[src/rtl/uart_rx_fifo.sv]
// UART receiver with mid-bit oversampling, optional parity, 1/2 stop bits and a
// first-word-fall-through receive FIFO with sticky error reporting.
module uart_rx_fifo #(
   parameter int unsigned DATA_BITS  = 8,
   parameter int unsigned PARITY_EN  = 0,
   parameter int unsigned PARITY_ODD = 0,
   parameter int unsigned STOP_BITS  = 1,
   parameter int unsigned OVERSAMPLE = 16,
   parameter int unsigned FIFO_DEPTH = 4
) (
   input  logic                                  clk,
   input  logic                                  rst_n,
   input  logic                                  clk_en,
   input  logic                                  rx,
   input  logic                                  rd_en,
   output logic [DATA_BITS-1:0]                  rd_data,
   output logic                                  rd_valid,
   output logic [$clog2(FIFO_DEPTH+1)-1:0]       fifo_count,
   input  logic                                  err_clr,
   output logic                                  frame_err,
   output logic                                  parity_err,
   output logic                                  overrun_err,
   output logic                                  break_det
);

   localparam int unsigned CntW = $clog2(OVERSAMPLE);
   localparam int unsigned IdxW = $clog2(DATA_BITS);
   localparam int unsigned PtrW = $clog2(FIFO_DEPTH);
   localparam int unsigned OccW = $clog2(FIFO_DEPTH + 1);

   localparam logic [CntW-1:0] HalfLast = CntW'(OVERSAMPLE / 2 - 1);
   localparam logic [CntW-1:0] BitLast  = CntW'(OVERSAMPLE - 1);
   localparam logic [IdxW-1:0] DataLast = IdxW'(DATA_BITS - 1);
   localparam logic [IdxW-1:0] StopLast = IdxW'(STOP_BITS - 1);
   localparam logic [OccW-1:0] FullCnt  = OccW'(FIFO_DEPTH);
   localparam logic            ParOdd   = (PARITY_ODD != 0);

   typedef enum logic [2:0] {
      StIdle, StStart, StData, StParity, StStop, StWaitHi
   } state_e;

   logic rx_meta_q, rx_s_q;

   state_e                 state_q, state_d;
   logic [CntW-1:0]        cnt_q, cnt_d;
   logic [IdxW-1:0]        bit_idx_q, bit_idx_d;
   logic [DATA_BITS-1:0]   shift_q, shift_d;
   logic                   par_bad_q, par_bad_d;
   logic                   stop_bad_q, stop_bad_d;

   logic push_req, set_frame, set_parity, set_break, set_overrun, last_bad, sample;

   logic [DATA_BITS-1:0]   mem_q [FIFO_DEPTH];
   logic [PtrW-1:0]        wr_ptr_q, wr_ptr_d, rd_ptr_q, rd_ptr_d;
   logic [OccW-1:0]        count_q, count_d;
   logic                   push, pop, full;

   logic frame_err_q, frame_err_d, parity_err_q, parity_err_d;
   logic overrun_err_q, overrun_err_d, break_det_q, break_det_d;

   always_ff @(posedge clk or negedge rst_n) begin
      if (!rst_n) begin
         rx_meta_q <= 1'b1;
         rx_s_q    <= 1'b1;
      end else begin
         rx_meta_q <= rx;
         rx_s_q    <= rx_meta_q;
      end
   end

   always_ff @(posedge clk or negedge rst_n) begin
      if (!rst_n) begin
         state_q    <= StIdle;
         cnt_q      <= '0;
         bit_idx_q  <= '0;
         shift_q    <= '0;
         par_bad_q  <= 1'b0;
         stop_bad_q <= 1'b0;
      end else begin
         state_q    <= state_d;
         cnt_q      <= cnt_d;
         bit_idx_q  <= bit_idx_d;
         shift_q    <= shift_d;
         par_bad_q  <= par_bad_d;
         stop_bad_q <= stop_bad_d;
      end
   end

   assign sample = (cnt_q == BitLast);

   always_comb begin
      state_d    = state_q;
      cnt_d      = cnt_q;
      bit_idx_d  = bit_idx_q;
      shift_d    = shift_q;
      par_bad_d  = par_bad_q;
      stop_bad_d = stop_bad_q;
      push_req   = 1'b0;
      set_frame  = 1'b0;
      set_parity = 1'b0;
      set_break  = 1'b0;
      last_bad   = 1'b0;
      if (clk_en) begin
         unique case (state_q)
            StIdle: begin
               cnt_d = '0;
               if (!rx_s_q) state_d = StStart;
            end
            StStart: begin
               if (cnt_q == HalfLast) begin
                  cnt_d = '0;
                  if (!rx_s_q) begin
                     state_d    = StData;
                     bit_idx_d  = '0;
                     par_bad_d  = 1'b0;
                     stop_bad_d = 1'b0;
                  end else begin
                     state_d = StIdle;
                  end
               end else begin
                  cnt_d = cnt_q + 1'b1;
               end
            end
            StData: begin
               if (sample) begin
                  cnt_d = '0;
                  shift_d[bit_idx_q] = rx_s_q;
                  if (bit_idx_q == DataLast) begin
                     bit_idx_d = '0;
                     state_d   = (PARITY_EN != 0) ? StParity : StStop;
                  end else begin
                     bit_idx_d = bit_idx_q + 1'b1;
                  end
               end else begin
                  cnt_d = cnt_q + 1'b1;
               end
            end
            StParity: begin
               if (sample) begin
                  cnt_d     = '0;
                  par_bad_d = rx_s_q ^ (^shift_q) ^ ParOdd;
                  state_d   = StStop;
               end else begin
                  cnt_d = cnt_q + 1'b1;
               end
            end
            StStop: begin
               if (sample) begin
                  cnt_d = '0;
                  // Earlier stop samples only accumulate; the verdict is taken on the last one.
                  if (bit_idx_q == StopLast) begin
                     last_bad = stop_bad_q | ~rx_s_q;
                     if (last_bad) begin
                        set_frame = 1'b1;
                        set_break = (shift_q == '0);
                        state_d   = StWaitHi;
                     end else if (par_bad_q) begin
                        set_parity = 1'b1;
                        state_d    = StIdle;
                     end else begin
                        push_req = 1'b1;
                        state_d  = StIdle;
                     end
                  end else begin
                     stop_bad_d = stop_bad_q | ~rx_s_q;
                     bit_idx_d  = bit_idx_q + 1'b1;
                  end
               end else begin
                  cnt_d = cnt_q + 1'b1;
               end
            end
            StWaitHi: begin
               if (rx_s_q) state_d = StIdle;
            end
            default: state_d = StIdle;
         endcase
      end
   end

   assign full        = (count_q == FullCnt);
   assign pop         = rd_en & rd_valid;
   assign push        = push_req & (~full | pop);
   assign set_overrun = push_req & full & ~pop;

   always_comb begin
      wr_ptr_d = wr_ptr_q;
      rd_ptr_d = rd_ptr_q;
      count_d  = count_q;
      if (push) wr_ptr_d = wr_ptr_q + 1'b1;
      if (pop)  rd_ptr_d = rd_ptr_q + 1'b1;
      if (push && !pop)      count_d = count_q + 1'b1;
      else if (pop && !push) count_d = count_q - 1'b1;
   end

   always_ff @(posedge clk) begin
      if (push) mem_q[wr_ptr_q] <= shift_q;
   end

   always_ff @(posedge clk or negedge rst_n) begin
      if (!rst_n) begin
         wr_ptr_q <= '0;
         rd_ptr_q <= '0;
         count_q  <= '0;
      end else begin
         wr_ptr_q <= wr_ptr_d;
         rd_ptr_q <= rd_ptr_d;
         count_q  <= count_d;
      end
   end

   // A set event on the same edge as err_clr takes priority.
   always_comb begin
      frame_err_d   = (frame_err_q   & ~err_clr) | set_frame;
      parity_err_d  = (parity_err_q  & ~err_clr) | set_parity;
      overrun_err_d = (overrun_err_q & ~err_clr) | set_overrun;
      break_det_d   = (break_det_q   & ~err_clr) | set_break;
   end

   always_ff @(posedge clk or negedge rst_n) begin
      if (!rst_n) begin
         frame_err_q   <= 1'b0;
         parity_err_q  <= 1'b0;
         overrun_err_q <= 1'b0;
         break_det_q   <= 1'b0;
      end else begin
         frame_err_q   <= frame_err_d;
         parity_err_q  <= parity_err_d;
         overrun_err_q <= overrun_err_d;
         break_det_q   <= break_det_d;
      end
   end

   assign rd_valid    = (count_q != '0);
   assign rd_data     = rd_valid ? mem_q[rd_ptr_q] : '0;
   assign fifo_count  = count_q;
   assign frame_err   = frame_err_q;
   assign parity_err  = parity_err_q;
   assign overrun_err = overrun_err_q;
   assign break_det   = break_det_q;

endmodule
[config.mk]
export PLATFORM = sky130hd
export DESIGN_NAME = uart_rx_fifo
export DESIGN_NICKNAME = d
export VERILOG_FILES = /design/src/rtl/uart_rx_fifo.sv
export SDC_FILE = /design/constraint.sdc
export NUM_CORES = 1
export LEC_CHECK = 0
export ABC_AREA = 0
export CORE_UTILIZATION = 58
export DETAILED_ROUTE_END_ITERATION = 7
export PLACE_DENSITY = 0.88
export SLEW_MARGIN = 0
export SYNTH_ARGS = -nofsm -noshare
export SYNTH_HDL_FRONTEND = slang
export SYNTH_SLANG_ARGS = --single-unit
[constraint.sdc]
create_clock -name clk -period 3.3 [get_ports clk]
set_input_delay 0.495 -clock clk [delete_from_list [all_inputs] [get_ports clk]]
set_output_delay 0.495 -clock clk [all_outputs]
set_load 0.02 [all_outputs]
# == After elaboration in Yosys (flattened, before gate mapping) ==
# Memory sizes are Yosys's and may differ from the RTL's.
# Cells that the tools add are included.
# classes
bitwise_logic,19
add_sub_neg,6
n_mul,0
muxes,58
n_div,0
n_reduce_logical,22
eq_ne,19
n_lt_le_gt_ge,2
shift,0
# ops
operator,n
3-bit two-way mux,17
1-bit two-way mux,30
"2-bit inequality test, second input constant",10
3-bit one-hot mux with 6 select lines,1
"3-bit == test, second input constant",4
4-bit one-hot mux with 3 select lines,1
3-bit one-hot mux with 3 select lines,1
9-bit AND reduction,1
3-bit nonzero test,3
1-bit AND,8
8-bit bitwise mux,1
8-bit logical NOT,1
4-bit two-way mux,2
8-bit two-way mux,1
8-bit XOR reduction,1
7-bit AND reduction,1
"3-bit by 1-bit adder with 3-bit output, second input constant",2
"3-bit by 2-bit == test with 1-bit output, second input constant",2
3-bit logical NOT,2
1-bit bitwise OR,6
6-bit AND reduction,1
2-bit nonzero test,3
5-bit AND reduction,1
"2-bit by 1-bit adder with 2-bit output, second input constant",2
17 further kinds,24
# word_totals
register_bits,33
in_bits,6
rom_bits,0
mem_bits_rw,32
elab_cells,142
latchBits,0
n_memories,1
out_inout_bits,16
# mem_list
name,depth,width,read_ports,rd_clocked_by_memory_dff,write_ports,line_no,text
mem_q,4,8,1,0,1,53,logic [DATA_BITS-1:0] mem_q [FIFO_DEPTH];

# == Logic depth before layout (Yosys ltp) ==
# Gate-level depths: netlist of run 1.
# logic_depth
ltp_word,12
mapped_depth,13
depth_no_buf,12

# == Worst setup path after synthesis of run 1 ==
# Ideal clock, no wire load.
# synth_path
path_type,register to register
startpoint,reg bit_idx_q[1]
endpoint,"reg count_q[2], in the netlist fifo_count[2]"
setup_ns,0.080
arrival_time_ns,2.866
t_required_ns,3.220
n_path_buf,1
path_stages_with_launch,14
slack_ns,0.355
period_less_slack_ns,2.945
path_cell_list,dfrtp_1 clkbuf_1 inv_1 ha_1 nand2b_4 or3_4 or3_4 nor3_4 ha_1 inv_1 fa_1 xor2_1 nor2_1 xor2_1
# synth_via
elab_chain_cells,9
elab_cells_between_ends,11
classes_between,mux (5); bitwise (1); reduce/logical (5)
# synth_lines
element,line_no,text
"start, declared",46,"logic [IdxW-1:0] bit_idx_q, bit_idx_d;"
"start signal, assigned",82,bit_idx_q <= bit_idx_d;
3-bit logical NOT *,151,if (bit_idx_q == StopLast) begin
1-bit two-way mux *,151,
1-bit two-way mux *,148,if (sample) begin
1-bit two-way mux *,104,unique case (state_q)
1-bit two-way mux *,103,if (clk_en) begin
1-bit AND *,182,assign push = push_req & (~full | pop);
net push,56,"logic push, pop, full;"
1-bit logical NOT,192,else if (pop && !push) count_d = count_q - 1'b1;
1-bit logical AND,192,
2-bit nonzero test (no line),-,
"end signal, assigned",207,count_q <= count_d;
"end, declared",55,"logic [OccW-1:0] count_q, count_d;"
# The timed path passes the listed nets; every way through them passes the cells marked *.
# A chain may end at the register's enable or synchronous reset.

# == Final worst setup path of run 1 ==
# Same ends and word-level chain as after synthesis.

==> run summary, run 1 <==
STATUS
------------------------------------------------------------------------------------
Result of the run                                                       finished clean

MIN PATH
------------------------------------------------------------------------------------
Type of the worst min-delay path                                        flip-flop to flip-flop

WORST SETUP PATH
------------------------------------------------------------------------------------
CP Class                                                                flip-flop to flip-flop
Worst flop-to-flop path endpoint                                        fifo_count[2]
Crit path capture                                                       fifo_count[2]
Startpoint of the worst register-to-register path                       bit_idx_q[1]
Sort of element at the end of the critical path                            flip-flop
Highest fanout seen on the critical path                                           9
Worst-case reg-to-reg path depth                                                  12
Worst setup slack for register-to-register paths                             0.34 ns
Worst endpoint data arrival time                                             3.23 ns
Start point of the critical path                                        bit_idx_q[1]
Worst Setup Start Kind                                                     flip-flop
Critical Path RT                                                             3.57 ns

GLOBAL ROUTING
------------------------------------------------------------------------------------
Vias in the first global route                                                  2079
Total overflow reported by the global router                                       0
Antenna violations before repair                                                   0
Largest net degree at the start of global routing                                 34
Global-route usage over all layers                                             21.6%
Wire length of the first global-routing pass                                 9630 um

ROUTE
------------------------------------------------------------------------------------
Length of the first detailed-routing pass in iterations                            4
Remaining design rule violation count                                              0
Antenna viol nets, final                                                           0
Overall routed net length                                                    5760 um
Final routed wire length divided by cell count                               16.1 um
Total via count in the routed design                                            2018
DRC marker count from the first detailed-route iteration                         112
Via density per instance                                                        5.65

TIMING
------------------------------------------------------------------------------------
Max-slew violation total from the final report                                     0
Final critical-path setup slack                                             0.339 ns
Final hold violation count                                                         0
Clock period minus worst slack                                               2.96 ns
Setup repair after global routing missed its margin                               no
Final-report setup violation count                                                 0
Setup Skew                                                                 0.0112 ns
Setup tns final                                                                 0 ns
Worst-Margin Slew                                                           0.670 ns
Max transition margin                                                          54.7%
Highest clock frequency the design can meet                                  338 MHz
Ratio of final minimum period to clock period                                  89.7%

RUN
------------------------------------------------------------------------------------
Max-cap viol count                                                                 0

LOGIC SYNTHESIS
------------------------------------------------------------------------------------
Adder-cell share of the synthesized area                                       5.73%
Asr flop ratio synth                                                           50.8%
Combinational family with the most area after synthesis                 simple AND/OR/NAND/NOR gates
Unique masters post-synth                                                         47
Mapped Area                                                             0.00319 sq mm
Yosys warning total                                                                0
Complex-gate fraction of the synthesized area                                  6.01%
Simple-Gate Fraction of Synth Area                                             14.7%
Mapped Nets                                                                      277
Synth Flop Type                                                         sky130_fd_sc_hd__edfxtp_1
Post-synthesis share of cell area spent on xor and xnor gates                  3.57%
Synthesis-stage register bit count                                                65
Multiplexer fraction of the synthesized cell area                              9.62%
Mean instance size in the synthesized netlist                             12.4 sq um
Number of cells produced by synthesis                                            257
Leading cell types by total area after synthesis                        sky130_fd_sc_hd__edfxtp_1 30%, sky130_fd_sc_hd__dfrtp_1 24%, sky130_fd_sc_hd__mux4_2 5.7%, sky130_fd_sc_hd__ha_1 5.1%, sky130_fd_sc_hd__mux2_2 2.8%
EDFF count, synth                                                                 32
Sequential area share after synthesis                                          56.1%
Cell taking the most area after synthesis                               sky130_fd_sc_hd__edfxtp_1
Area share of the largest cell type after synthesis                            30.2%

PWR
------------------------------------------------------------------------------------
Switching part of the total                                                    25.1%
Clock power share                                                              37.1%
Pwr Total                                                                    1.83 mW
Leak Pwr                                                                     1.43 nW
Power per Cell Area                                                      498 mW/mm^2
Sequential power share                                                         52.7%
IR Drop Worst-Case VDD                                                      0.300 mV
Relative contribution of combinational cells to total power                    10.3%
Internal power                                                               1.37 mW
Net load switching power                                                      460 uW

CLOCK TREE
------------------------------------------------------------------------------------
Cts repair resizes                                                                 0
Number of hold-repair buffers added at the cts stage                               0
Number of levels the H-tree was split into                                         3
Number of post-CTS setup repair buffers                                            0
Clock buffer count from CTS                                                        9
Skew-Pair Late Insertion Delay                                               0.34 ns
Clock Tree Root                                                         sky130_fd_sc_hd__clkbuf_8
CTS clk-pin slew, worst paths                                                0.08 ns
Clock Sinks                                                                       65
TritonCTS clock tree                                                           built
Maximum number of buffers from clock root to sink                                  2

FLOORPLAN
------------------------------------------------------------------------------------
Core region area                                                        0.00520 sq mm
Boundary pin count                                                                22
Die Span X                                                                   76.1 um
Number of standard-cell rows in the floorplan                                     26
Die area                                                                0.00580 sq mm
Effective utilization at floorplan                                             61.2%
Die span in y                                                                76.1 um

PLACED DESIGN
------------------------------------------------------------------------------------
Number of buffers inserted by port buffering                                      21
HPWL reported at the end of detailed placement                               3990 um
Area after detailed placement                                           0.00347 sq mm
Weighted congestion at the end of routability-driven global placement          0.905
Pre-CTS setup slack                                                         0.368 ns

FINISH
------------------------------------------------------------------------------------
Most common library cell in the layout ignoring fill and taps           sky130_fd_sc_hd__edfxtp_1
Number of fill cells in the layout                                               340
Post-layout nets                                                                 302
Final core area utilization                                                    70.6%
Final Instance Area                                                     0.00368 sq mm
Number of diodes added for antenna fixing                                          0
Commonest cells after routing, fill and taps aside                      32 x sky130_fd_sc_hd__edfxtp_1, 31 x sky130_fd_sc_hd__dfrtp_1, 21 x sky130_fd_sc_hd__inv_1, 21 x sky130_fd_sc_hd__clkdlybuf4s50_1, 16 x sky130_fd_sc_hd__nand2_1
Growth of design area from synthesis to finish                                 15.4%
Share of post-route cells with drive strength above 1                          15.3%

how the worst min path moves through the flow:
stage | startpoint | end | cells past startpoint | slack, ns
6_report | rx_meta_q | rx_s_q | 0 | 0.36
5_1_grt | rx_meta_q | rx_s_q | 0 | 0.36
2_1_floorplan | rst_n | bit_idx_q[0] | 0 | 0.20
3_3_place_gp | rx_meta_q | rx_s_q | 0 | 0.35
3_5_place_dp | rx_meta_q | rx_s_q | 0 | 0.35
4_1_cts | rx_meta_q | rx_s_q | 0 | 0.36
worst max-delay path: stages, from the launching register on:
cell	delay [ns]
sky130_fd_sc_hd__dfrtp_1	0.47
sky130_fd_sc_hd__inv_1	0.14
sky130_fd_sc_hd__ha_1	0.21
sky130_fd_sc_hd__nand2b_4	0.07
sky130_fd_sc_hd__or3_4	0.34
sky130_fd_sc_hd__or3_4	0.42
sky130_fd_sc_hd__nor3_4	0.18
sky130_fd_sc_hd__ha_1	0.20
sky130_fd_sc_hd__inv_1	0.06
sky130_fd_sc_hd__fa_1	0.37
sky130_fd_sc_hd__xor2_1	0.15
sky130_fd_sc_hd__nor2_1	0.11
sky130_fd_sc_hd__xor2_1	0.16
state kept, by name (all words and copies together) (netlist names):
name and flops:
state_q 3, rx_s_q 1, rd_ptr_q 2, rx_meta_q 1, frame_err 1, mem_q 32
fifo_count 3, wr_ptr_q 2, cnt_q 4, parity_err 1, overrun_err 1, bit_idx_q 3
stop_bad_q 1, shift_q 8, break_det 1, par_bad_q 1
cells by family (layout without fill, tap and decap cells):
| group | after synthesis | count (layout) |
|---|---|---|
| simple gates | 82 | 82 |
| fa+ha+maj | 14 | 14 |
| compound gates | 31 | 31 |
| buf+inv | 33 | 63 |
| flops | 65 | 65 |
| mux | 19 | 19 |
| xor+xnor | 13 | 13 |
area by class of cell:
cell class / count / area [sq um] / share of cell area, %
tap: 70 / 87.6 / 2.38
multi-input combinational: 159 / 1260 / 34.4
clock inverter: 3 / 18.8 / 0.511
sequential: 65 / 1790 / 48.7
timing repair buffer: 26 / 248 / 6.74
clock buffer: 13 / 190 / 5.17
inverter: 21 / 78.8 / 2.14
through the flow:
| step | cells | hold WS, ns |
|---|---|---|
| floorplan | 257 | 0.199 |
| global placement | 341 | 0.347 |
| detailed placement | 341 | 0.350 |
| CTS | 357 | 0.360 |
| global route | 357 | 0.362 |
| finish | 357 | 0.358 |
metal layers:
layer	global-route usage, %	part of all wire, %	routed length (um)
met3	4.55	3.7	214
met4	10.6	1.9	108
met5	0	0	0
met2	36.5	51	2940
met1	26.7	43	2490
cells in the mapped netlist (7+ instances only):
master,instances
sky130_fd_sc_hd__mux2_2,8
sky130_fd_sc_hd__inv_1,21
sky130_fd_sc_hd__and2_1,12
sky130_fd_sc_hd__edfxtp_1,32
sky130_fd_sc_hd__o21ai_0,10
sky130_fd_sc_hd__xnor2_1,10
sky130_fd_sc_hd__mux4_2,8
sky130_fd_sc_hd__ha_1,13
sky130_fd_sc_hd__dfrtp_1,31
sky130_fd_sc_hd__nor3_1,9
sky130_fd_sc_hd__nor2_1,10
sky130_fd_sc_hd__clkbuf_1,7
sky130_fd_sc_hd__nand2_1,16
power groups by stage:
stage                     clock, mW  sequential (mW)  combinational [mW]
after floorplan                   0            0.950               0.160
after global placement            0            0.975               0.180
after detailed placement          0            0.979               0.186
after CTS                     0.689            0.962               0.188
after global routing          0.718            0.970               0.211
final                         0.679            0.964               0.188
Note: power is estimated with default switching activity, not from simulation.
==> run 2: changes to the inputs <==
- CORE_MARGIN: not set -> 1.5
==> run 2 against run 1 <==
Against the previous run: register-to-register slack better by 0.04 ns; largest cell class unchanged; utilization is 0.072 points lower; worst hold slack hardly changed; sequential power hardly changed; sequential cell count stayed put; final cell count is 0.28% higher; clock power is 3% lower; via count is 0.84% higher; non-clock buffer count is 1 higher; combinational power hardly changed.
==> run summary, run 2 (synthesis gave the netlist of run 1 again) <==
GLOBAL ROUTING
------------------------------------------------------------------------------------
Total overflow reported by the global router                                       0
Antenna violations before repair                                                   0
Vias in the first global route                                                  1932
Global-route usage over all layers                                             20.8%
Largest net degree at the start of global routing                                 34
Wire length of the first global-routing pass                                 9320 um

CLOCK TREE
------------------------------------------------------------------------------------
Skew-Pair Late Insertion Delay                                               0.34 ns
TritonCTS clock tree                                                           built
Clock Tree Root                                                         sky130_fd_sc_hd__clkbuf_8
Clock buffer count from CTS                                                        9
Number of levels the H-tree was split into                                         3
Maximum number of buffers from clock root to sink                                  2
Number of hold-repair buffers added at the cts stage                               0
Number of post-CTS setup repair buffers                                            0
CTS clk-pin slew, worst paths                                                0.07 ns
Cts repair resizes                                                                 0
Clock Sinks                                                                       65

PWR
------------------------------------------------------------------------------------
Internal power                                                               1.36 mW
Clock power share                                                              36.4%
Switching part of the total                                                    25.1%
Relative contribution of combinational cells to total power                    10.5%
IR Drop Worst-Case VDD                                                      0.346 mV
Leak Pwr                                                                     1.43 nW
Net load switching power                                                      455 uW
Sequential power share                                                         53.1%
Power per Cell Area                                                      494 mW/mm^2
Pwr Total                                                                    1.81 mW

FINISH
------------------------------------------------------------------------------------
Share of post-route cells with drive strength above 1                          15.3%
Register with the most flip-flops                                              mem_q
Post-layout nets                                                                 303
Finished Layout Cells                                                            358
Number of flip-flops under the largest register name                              32
Biggest regs                                                            mem_q x32, shift_q x8, cnt_q x4
Most common library cell in the layout ignoring fill and taps           sky130_fd_sc_hd__edfxtp_1
Growth of design area from synthesis to finish                                 15.2%
Number of diodes added for antenna fixing                                          0
Commonest cells after routing, fill and taps aside                      32 x sky130_fd_sc_hd__edfxtp_1, 31 x sky130_fd_sc_hd__dfrtp_1, 21 x sky130_fd_sc_hd__inv_1, 21 x sky130_fd_sc_hd__clkdlybuf4s50_1, 16 x sky130_fd_sc_hd__nand2_1

FLOORPLAN
------------------------------------------------------------------------------------
Number of standard-cell rows in the floorplan                                     26
Die span in y                                                                77.1 um
Core region area                                                        0.00520 sq mm
Boundary pin count                                                                22
Die Span X                                                                   77.1 um
Effective utilization at floorplan                                             61.2%
Die area                                                                0.00595 sq mm

MIN PATH
------------------------------------------------------------------------------------
WHS Path Cells                                                                     0
Worst Hold End                                                                rx_s_q
Type of the worst min-delay path                                        flip-flop to flip-flop
Min-Delay Startpoint                                                       rx_meta_q

WORST SETUP PATH
------------------------------------------------------------------------------------
Worst flop-to-flop path endpoint                                        fifo_count[2]
Worst Setup Start Kind                                                     flip-flop
Largest delay share family, worst path                                  simple AND/OR/NAND/NOR gates
Cell breakdown of the critical path                                     inv_1, ha_1, nand2b_4, or3_4, or3_4, nor3_4, ha_1, inv_1, fa_1, xor2_1, nor2_1, xor2_1
Slowest-stage cell, CP                                                  sky130_fd_sc_hd__dfrtp_1
CP Class                                                                flip-flop to flip-flop
Number of buffers and inverters on the critical path                               2
Start point of the critical path                                        bit_idx_q[1]
Worst stage delay on the critical path                                       0.47 ns
Startpoint of the worst register-to-register path                       bit_idx_q[1]
Worst setup slack for register-to-register paths                             0.38 ns
Worst-case reg-to-reg path depth                                                  12
Highest fanout seen on the critical path                                           9
Sort of element at the end of the critical path                            flip-flop
Worst endpoint data arrival time                                             3.18 ns
Critical Path RT                                                             3.56 ns

ROUTE
------------------------------------------------------------------------------------
Total via count in the routed design                                            2035
Length of the first detailed-routing pass in iterations                            4
Final routed wire length divided by cell count                               15.4 um
Via density per instance                                                        5.68
Overall routed net length                                                    5520 um
DRC marker count from the first detailed-route iteration                         112
Remaining design rule violation count                                              0
Antenna viol nets, final                                                           0

STATUS
------------------------------------------------------------------------------------
Result of the run                                                       finished clean

PLACED DESIGN
------------------------------------------------------------------------------------
Number of buffers inserted by port buffering                                      21
Pre-CTS setup slack                                                         0.370 ns
Placed cell count                                                                342
Weighted congestion at the end of routability-driven global placement          0.953
HPWL reported at the end of detailed placement                               3920 um

TIMING
------------------------------------------------------------------------------------
Final-report setup violation count                                                 0
Final hold violation count                                                         0
Highest clock frequency the design can meet                                  343 MHz
Setup Skew                                                                0.00990 ns
Final critical-path setup slack                                             0.383 ns
Max transition margin                                                          61.2%
Max-slew violation total from the final report                                     0
Worst-Margin Slew                                                           0.576 ns
Clock period minus worst slack                                               2.92 ns
Setup repair after global routing missed its margin                               no
Ratio of final minimum period to clock period                                  88.4%
Final hold slack                                                            0.357 ns
Setup tns final                                                                 0 ns

RUN
------------------------------------------------------------------------------------
Max-cap viol count                                                                 0

==> run 2: cell count changes in the layout (fill, tap and decap cells not counted) <==
cell	previous run	this run
sky130_fd_sc_hd__clkbuf_8	12	10
sky130_fd_sc_hd__buf_4	5	6
sky130_fd_sc_hd__bufinv_16	0	1
sky130_fd_sc_hd__clkbuf_1	0	1
sky130_fd_sc_hd__clkbuf_16	1	0
sky130_fd_sc_hd__clkinv_2	1	2
sky130_fd_sc_hd__clkinv_4	0	1
sky130_fd_sc_hd__inv_4	1	0
==> run 2: worst max-delay path by stage <==
stage	cells past startpoint	endpoint	slack, ns
floorplan	13	fifo_count[2]	0.35
global placement	10	fifo_count[2]	0.46
detailed placement	12	fifo_count[2]	0.37
CTS	12	fifo_count[2]	0.35
global route	12	fifo_count[2]	0.22
finish	12	fifo_count[2]	0.38
==> run 2: area by class of cell <==
| class | instances | area (sq um) |
|---|---|---|
| timing repair buffer | 27 | 255 |
| inverter | 21 | 78.8 |
| clock buffer | 11 | 141 |
| tap | 70 | 87.6 |
| fill | 363 | 1530 |
| multi-input combinational | 159 | 1260 |
| clock inverter | 5 | 56.3 |
| sequential | 65 | 1790 |
==> run 2: stage by stage <==
stage / util [%] / area [sq um]
after floorplan: - / 3190
after global placement: 66.8 / 3470
after detailed placement: 66.8 / 3470
after CTS: 70.6 / 3670
after global routing: 70.6 / 3670
final: 70.6 / 3670
==> run 2: worst reg2reg max path: cells and delay by family, from the launching register on <==
kind,cells,cell delay [ns]
and+or+nand+nor,5,1.13
xor gates and xnor gates,2,0.31
DFF,1,0.47
adders and majority gates,3,0.77
buffers and inverters,2,0.20
==> run 2: power groups by stage <==
stage	clock network (mW)	logic [mW]	registers, mW
2_1_floorplan	0	0.160	0.950
3_3_place_gp	0	0.180	0.975
3_5_place_dp	0	0.191	0.979
4_1_cts	0.676	0.195	0.962
5_1_grt	0.706	0.217	0.971
6_report	0.660	0.191	0.964
==> run 2: layer usage <==
| metal | share of wire [%] | track usage (%) |
|---|---|---|
| met1 | 40 | 25.0 |
| met3 | 4.7 | 6.55 |
| met2 | 53 | 35.1 |
| met5 | 0 | 0 |
| met4 | 1.7 | 7.82 |
